File: config.mk
export PLATFORM = sky130hd
export DESIGN_NAME = sw_debounce
export DESIGN_NICKNAME = d
export VERILOG_FILES = /design/src/rtl/sw_debounce_pkg.sv /design/src/rtl/sw_debounce_ch.sv /design/src/rtl/sw_debounce.sv
export SDC_FILE = /design/constraint.sdc
export NUM_CORES = 1
export LEC_CHECK = 0
export CAP_MARGIN = 20
export CORE_ASPECT_RATIO = 0.7
export CORE_MARGIN = 1
export CORE_UTILIZATION = 61
export CTS_BUF_LIST = sky130_fd_sc_hd__clkbuf_8
export DETAILED_ROUTE_END_ITERATION = 12
export PLACE_DENSITY = 0.75
export SYNTH_ARGS = -nofsm -noshare
export SYNTH_HDL_FRONTEND = slang
export SYNTH_SLANG_ARGS = --single-unit
File: constraint.sdc
create_clock -name clk -period 2.1 [get_ports clk]
set_input_delay 0.63 -clock clk [delete_from_list [all_inputs] [get_ports clk]]
set_output_delay 0.63 -clock clk [all_outputs]
set_load 0.01 [all_outputs]
File: src/rtl/sw_debounce_pkg.sv
// Shared constants, repeat-FSM state type and sizing helpers for the sw_debounce slice.
// The optional auto-repeat feature is enabled by defining SW_AUTOREPEAT_EN.
package sw_debounce_pkg;

    localparam int unsigned NUM_SW        = 4;
    localparam int unsigned DB_CYCLES_DEF = 500000;
    localparam int unsigned RPT_DELAY_DEF = 25000000;
    localparam int unsigned RPT_RATE_DEF  = 5000000;

    typedef enum logic [1:0] {
        IDLE,
        WAIT,
        RPT
    } rpt_state_t;

    function automatic int unsigned cnt_width(input int unsigned terminal);
        return (terminal > 1) ? $clog2(terminal) : 1;
    endfunction

    function automatic int unsigned max_u(input int unsigned a, input int unsigned b);
        return (a > b) ? a : b;
    endfunction

endpackage

File: src/rtl/sw_debounce_ch.sv
// Single push-button channel: synchroniser, debounce counter, press-edge pulse and,
// when SW_AUTOREPEAT_EN is defined, the IDLE/WAIT/RPT auto-repeat machine.
module sw_debounce_ch
    import sw_debounce_pkg::*;
#(
    parameter int unsigned DB_CYCLES  = DB_CYCLES_DEF,
`ifdef SW_AUTOREPEAT_EN
    parameter int unsigned RPT_DELAY  = RPT_DELAY_DEF,
    parameter int unsigned RPT_RATE   = RPT_RATE_DEF,
`endif
    parameter bit          ACTIVE_LOW = 1'b0
) (
    input  logic clk,
    input  logic rst,
    input  logic sw_raw,
    output logic sw_level,
    output logic sw_in
);

    localparam int unsigned     DB_W     = cnt_width(DB_CYCLES);
    localparam logic [DB_W-1:0] DB_TERM  = DB_W'(DB_CYCLES - 1);
    localparam logic            IDLE_LVL = ACTIVE_LOW;

    logic            sync1;
    logic            sync2;
    logic            level;
    logic            stable;
    logic            press;
    logic [DB_W-1:0] db_cnt;
    logic            db_done;

    // The polarity-corrected level is registered after the two sync flops; this stage
    // gives the 2+DB_CYCLES acceptance latency. Sync flops reset to the idle raw level
    // so an active-low switch is not seen as pressed when reset releases.
    always_ff @(posedge clk) begin
        if (rst) begin
            sync1 <= IDLE_LVL;
            sync2 <= IDLE_LVL;
            level <= 1'b0;
        end else begin
            sync1 <= sw_raw;
            sync2 <= sync1;
            level <= sync2 ^ ACTIVE_LOW;
        end
    end

    assign db_done = (level != stable) && (db_cnt == DB_TERM);

    always_ff @(posedge clk) begin
        if (rst) begin
            stable <= 1'b0;
            db_cnt <= '0;
            press  <= 1'b0;
        end else begin
            press <= db_done && !stable;
            if (level == stable) begin
                db_cnt <= '0;
            end else if (db_done) begin
                stable <= ~stable;
                db_cnt <= '0;
            end else begin
                db_cnt <= db_cnt + DB_W'(1);
            end
        end
    end

    assign sw_level = stable;

`ifdef SW_AUTOREPEAT_EN
    localparam int unsigned      RPT_W      = cnt_width(max_u(RPT_DELAY, RPT_RATE));
    localparam logic [RPT_W-1:0] DELAY_TERM = RPT_W'(RPT_DELAY - 1);
    localparam logic [RPT_W-1:0] RATE_TERM  = RPT_W'(RPT_RATE - 1);

    rpt_state_t       state;
    logic [RPT_W-1:0] rpt_cnt;
    logic             rpt_pulse;
    logic             stable_nxt;

    // Looking at the next stable value makes a release edge return to IDLE without
    // a final repeat pulse, even if it coincides with a terminal count.
    assign stable_nxt = db_done ? ~stable : stable;

    always_ff @(posedge clk) begin
        if (rst) begin
            state     <= IDLE;
            rpt_cnt   <= '0;
            rpt_pulse <= 1'b0;
        end else begin
            rpt_pulse <= 1'b0;
            if (!stable_nxt) begin
                state   <= IDLE;
                rpt_cnt <= '0;
            end else begin
                unique case (state)
                    IDLE: begin
                        if (db_done && !stable) begin
                            state   <= WAIT;
                            rpt_cnt <= '0;
                        end
                    end
                    WAIT: begin
                        if (rpt_cnt == DELAY_TERM) begin
                            state     <= RPT;
                            rpt_cnt   <= '0;
                            rpt_pulse <= 1'b1;
                        end else begin
                            rpt_cnt <= rpt_cnt + RPT_W'(1);
                        end
                    end
                    RPT: begin
                        if (rpt_cnt == RATE_TERM) begin
                            rpt_cnt   <= '0;
                            rpt_pulse <= 1'b1;
                        end else begin
                            rpt_cnt <= rpt_cnt + RPT_W'(1);
                        end
                    end
                    default: begin
                        state   <= IDLE;
                        rpt_cnt <= '0;
                    end
                endcase
            end
        end
    end

    assign sw_in = press | rpt_pulse;
`else
    assign sw_in = press;
`endif

endmodule

File: src/rtl/sw_debounce.sv
// Four-channel push-button debouncer; glue around NUM_SW sw_debounce_ch instances.
// Defining SW_AUTOREPEAT_EN adds held-key auto-repeat pulses on sw_in.
module sw_debounce
    import sw_debounce_pkg::*;
#(
    parameter int unsigned DB_CYCLES  = DB_CYCLES_DEF,
    parameter int unsigned RPT_DELAY  = RPT_DELAY_DEF,
    parameter int unsigned RPT_RATE   = RPT_RATE_DEF,
    parameter bit          ACTIVE_LOW = 1'b0
) (
    input  logic              clk,
    input  logic              rst,
    input  logic [NUM_SW-1:0] sw_raw,
    output logic [NUM_SW-1:0] sw_level,
    output logic [NUM_SW-1:0] sw_in
);

`ifndef SW_AUTOREPEAT_EN
    // Repeat timing is kept on the interface so both builds share one parameter set.
    if (RPT_DELAY < 2 || RPT_RATE < 2) begin : g_rpt_unused
    end
`endif

    for (genvar i = 0; i < NUM_SW; i++) begin : g_ch
        sw_debounce_ch #(
            .DB_CYCLES  (DB_CYCLES),
`ifdef SW_AUTOREPEAT_EN
            .RPT_DELAY  (RPT_DELAY),
            .RPT_RATE   (RPT_RATE),
`endif
            .ACTIVE_LOW (ACTIVE_LOW)
        ) u_ch (
            .clk      (clk),
            .rst      (rst),
            .sw_raw   (sw_raw[i]),
            .sw_level (sw_level[i]),
            .sw_in    (sw_in[i])
        );
    end

endmodule
# == Word-level counts from Yosys, hierarchy flattened ==
# Cells that the tools add are included.
# totals
ff_bits,96
wordCells,68
# classes
addsub,4
eq_ne,12
n_bitwise,8
n_reduce_logical,20
# op_table
op,n
$add 19x1->19 const B,4
$eq 19x19->1 const B,4
$reduce_or 3->1,4
$logic_and 1x1->1,8
$not 1->1,8
$reduce_and 2->1,4
$eq 1x1->1,4
$logic_not 1->1,4
$ne 1x1->1,4

# == Logic depth before layout (Yosys ltp) ==
# depth
ltp_word,3
depth_mapped,8

# == Cells and area by module ==
# A second synthesis with hierarchy kept.
# unflattened
cells_unflattened,452
area_unflattened_um2,4139.0
# by_module_without_submodules
mod,n_inst,cells_each,area_per_inst_um2,seq_area_each_um2
sw_debounce_ch,4,113,1034.7,480.5

# == Least setup slack after synthesis ==
# Ideal clock, no wire load.
# synth_timing
path_kind,reg-to-reg
startpoint,reg g_ch[2].u_ch.db_cnt[0]
endpoint,reg g_ch[2].u_ch.db_cnt[10]
setup_ns,0.117
arrival_ns,1.687
setup_slack_ns,0.296
path_stages_with_launch,9
path_buffers,3
cell_sequence,dfxtp_1 > ha_1 > and3_1 > clkbuf_1 > and4_1 > a21o_1 > clkbuf_1 > buf_2 > nor2_1
# synth_between
elab_chain_len,3
word_cells_on_any_way,4
# synth_rtl
element,line_no,source
"start, declared",sw_debounce_ch.sv:29,logic [DB_W-1:0] db_cnt;
"start signal, assigned",sw_debounce_ch.sv:62,db_cnt <= db_cnt + DB_W'(1);
"parallel branches: the longest is 3 deep, another holds $add 19x1->19",-,
# Parallel ways; which one is timed is not known.
# A chain may end at the register's enable or synchronous reset.

# == Final worst setup path ==
# layout_timing
startpoint,reg g_ch[3].u_ch.stable
endpoint,out sw_level[3]
# layout_lines
element,line_no,source
"start, declared",sw_debounce_ch.sv:27,logic stable;
"start signal, assigned",sw_debounce_ch.sv:59,stable <= ~stable;
"end, declared",sw_debounce.sv:14,"output logic [NUM_SW-1:0] sw_level,"
# No word-level cell between the ends.

==> impl_metrics.env <==
export IMPL_critPathMaxFanout=4
export IMPL_clkTransAtPathRegs_ns=0.09
export IMPL_syn_area_mm2=0.00413
export IMPL_yosysWarnings=0
export IMPL_avgSynthCellArea_um2=8.98
export IMPL_synth_common_cells="96 x dfxtp_1, 60 x nor2_1, 33 x nand3_1"
export IMPL_gp_congestion=0.843
export IMPL_outcome="completed"
export IMPL_antenna_left=0
export IMPL_vias=3234
export IMPL_diodes=0
export IMPL_fin_cells=570
export IMPL_core_mm2=0.00637
export IMPL_via_per_inst=5.67
export IMPL_fin_worst_skew_ns=0.00993
export IMPL_p_per_area_mw_per_mm2=675
export IMPL_design_area_mm2=0.00457
export IMPL_cts_hold_buffers=0
export IMPL_placed_area_mm2=0.00436
export IMPL_antenna_found_initial=0
export IMPL_syn_inst=460
export IMPL_max_vdd_ir_drop_mv=0.511
export IMPL_drt_initial_drc_count=99
export IMPL_hold_class="register to register"
export IMPL_die_w_um=100
export IMPL_ys_async_sr_fraction_pct=0
export IMPL_relSlewSlack_pct=60.9
export IMPL_htree_levels=3
export IMPL_clock_path_buffers=2
export IMPL_drive_gt1_share_pct=6.89
export IMPL_top_usage_layer="met2"
export IMPL_min_period_over_period_pct=94.5
export IMPL_synth_top_area_cell="dfxtp_1"
export IMPL_startpoint_type="register"
export IMPL_drt_wirelength_per_cell_um=13.1
export IMPL_nNetsFinal=484
export IMPL_grt_use_met3_pct=6.32
export IMPL_dp_cells=554
export IMPL_maxCapViolations=0
export IMPL_nFillCells=510
export IMPL_rows=24
export IMPL_synth_most_common_cell="dfxtp_1"
export IMPL_wl_mm=7.49
export IMPL_track_usage_pct=23.3
export IMPL_io_buffer_count=13
export IMPL_hold_ws_ns=0.437
export IMPL_clock_latency_ns=0.36
export IMPL_max_slew_worst_pin_slew_ns=0.578
export IMPL_overflow=0
export IMPL_remaining_drc_errors=0
export IMPL_crit_family="buffers and inverters"
export IMPL_dp_hpwl_mm=5.28
export IMPL_met1_usage_pct=32.2
export IMPL_grt_start_max_net_pins=19
export IMPL_worstPathCellList="clkdlybuf4s50_1"
export IMPL_crit_type="register to output pin"
export IMPL_rsz0062_at_grt="no"
export IMPL_fin_crit_ns=1.98
export IMPL_cts_post_setup_buffers_inserted=0
export IMPL_synth_top_area_share_pct=46.5
export IMPL_cpPeakStageDelay_ns=0.58
export IMPL_die_h_um=70.8
export IMPL_cts_tree="built"
export IMPL_clock_fmax_mhz=504
export IMPL_cp_num_buf_inv=1
export IMPL_drt_pass1_iterations=4
export IMPL_endpoint_kind="output pin"
export IMPL_seq_area_mm2=0.00192
export IMPL_worstPathRequired_ns=1.47
export IMPL_slowest_stage="clkdlybuf4s50_1"
export IMPL_cp_arrival_ns=1.35
export IMPL_synth_edf_count=0
export IMPL_slew_viol_final=0
export IMPL_num_io_pins=14
export IMPL_p_leak_nw=1.41
export IMPL_pre_cts_ws_ns=0.0359
export IMPL_synth_area_leaders="dfxtp_1 47%, xor2_1 6.8%, nor2_1 5.5%"
export IMPL_grt_pass1_vias=2988
export IMPL_syn2layout_area_growth_pct=10.6
export IMPL_hold_viol=0
export IMPL_synthesis_nets=470
export IMPL_ys_seq_area_share_pct=46.5
export IMPL_start_util_pct=64.9
export IMPL_setup_violations=0
export IMPL_cts_root_buffer="clkbuf_8"
export IMPL_synth_distinct_cells=38
export IMPL_gr_usage_met2_pct=35.4
export IMPL_dieArea_mm2=0.00711
export IMPL_multi_input_area_mm2=0.00206
export IMPL_fin_ws_ns=0.116
export IMPL_postSynth_topFlopCell="dfxtp_1"
export IMPL_finalSetupTns_ns=0
export IMPL_synth_seq_cells=96
export IMPL_cts_inserted_buffers=9
export IMPL_grt_pass1_wl_mm=13.2
export IMPL_cts_sinks=96
state kept, by name, indices dropped and copies added, names as in the netlist:
name                cells
g_ch.u_ch.level         4
g_ch.u_ch.sw_level      4
g_ch.u_ch.sync2         4
g_ch.u_ch.db_cnt       76
g_ch.u_ch.sync1         4
g_ch.u_ch.sw_in         4
per-layer routing:
| metal | routed length (um) | part of all wire [%] | up-vias |
|---|---|---|---|
| met4 | 81 | 1.1 | 0 |
| met3 | 298 | 4.0 | 6 |
| met1 | 3900 | 52 | 1521 |
| met2 | 3210 | 43 | 47 |
| li1 | - | - | 1660 |
| met5 | 0 | 0 | - |
final cells by class:
type,instances,area share (%)
Clock inverter,6,1.45
Timing Repair Buffer,25,5.10
Tap cell,91,2.49
Sequential cell,96,42.1
Clock buffer,10,3.01
Inverter,9,0.740
Multi-Input combinational cell,333,45.1
logic make-up after synthesis:
group	synth area share (%)
and+or+nand+nor	30.4
DFF	46.5
xor gates and xnor gates	11.5
AOI/OAI and AO/OA	6.66
buffers and inverters	3.76
adders and majority gates	1.21
stage by stage:
step / total power [mW] / utilization, %
after floorplan: 1.90 / -
after global placement: 1.92 / 68.4
after detailed placement: 1.92 / 68.4
after CTS: 3.12 / 71.6
after global routing: 3.21 / 71.7
final: 3.08 / 71.7
placed cells by master (no fill, tap or decap), types with 13 or more instances in the layout:
master	Yosys	routed
xor2_1	32	32
clkdlybuf4s50_1	0	13
nand2_1	20	20
nor4_1	14	14
dfxtp_1	96	96
nand3_1	33	33
nor2_1	60	60
nand4_1	20	20
a21oi_1	22	22
xnor2_1	22	22
power by group:
| part | internal [mW] | switching, mW |
|---|---|---|
| combinational | 0.0216 | 0.0203 |
| clock | 0.584 | 0.624 |
| sequential | 1.83 | 0.00408 |
| total | 2.43 | 0.649 |
path summary, 6_finish.rpt:
check	startpoint	end	slack [ns]	depth (start not counted)
hold / removal	g_ch[3].u_ch.sync1	g_ch[3].u_ch.sync2	0.44	1
hold reg to reg	g_ch[3].u_ch.sync1	g_ch[3].u_ch.sync2	0.44	1
setup / recovery	g_ch[3].u_ch.sw_level	sw_level[3]	0.12	1
setup reg to reg	g_ch[3].u_ch.db_cnt[6]	g_ch[3].u_ch.db_cnt[9]	0.16	4
repair_timing:
item / 4_1_cts / 5_1_grt
setup endpoints to repair: 0 / 18
endpoints found under the hold margin: 0 / 0
resized for setup: 0 / 1
No activity file was read; power rests on OpenSTA's default activity.
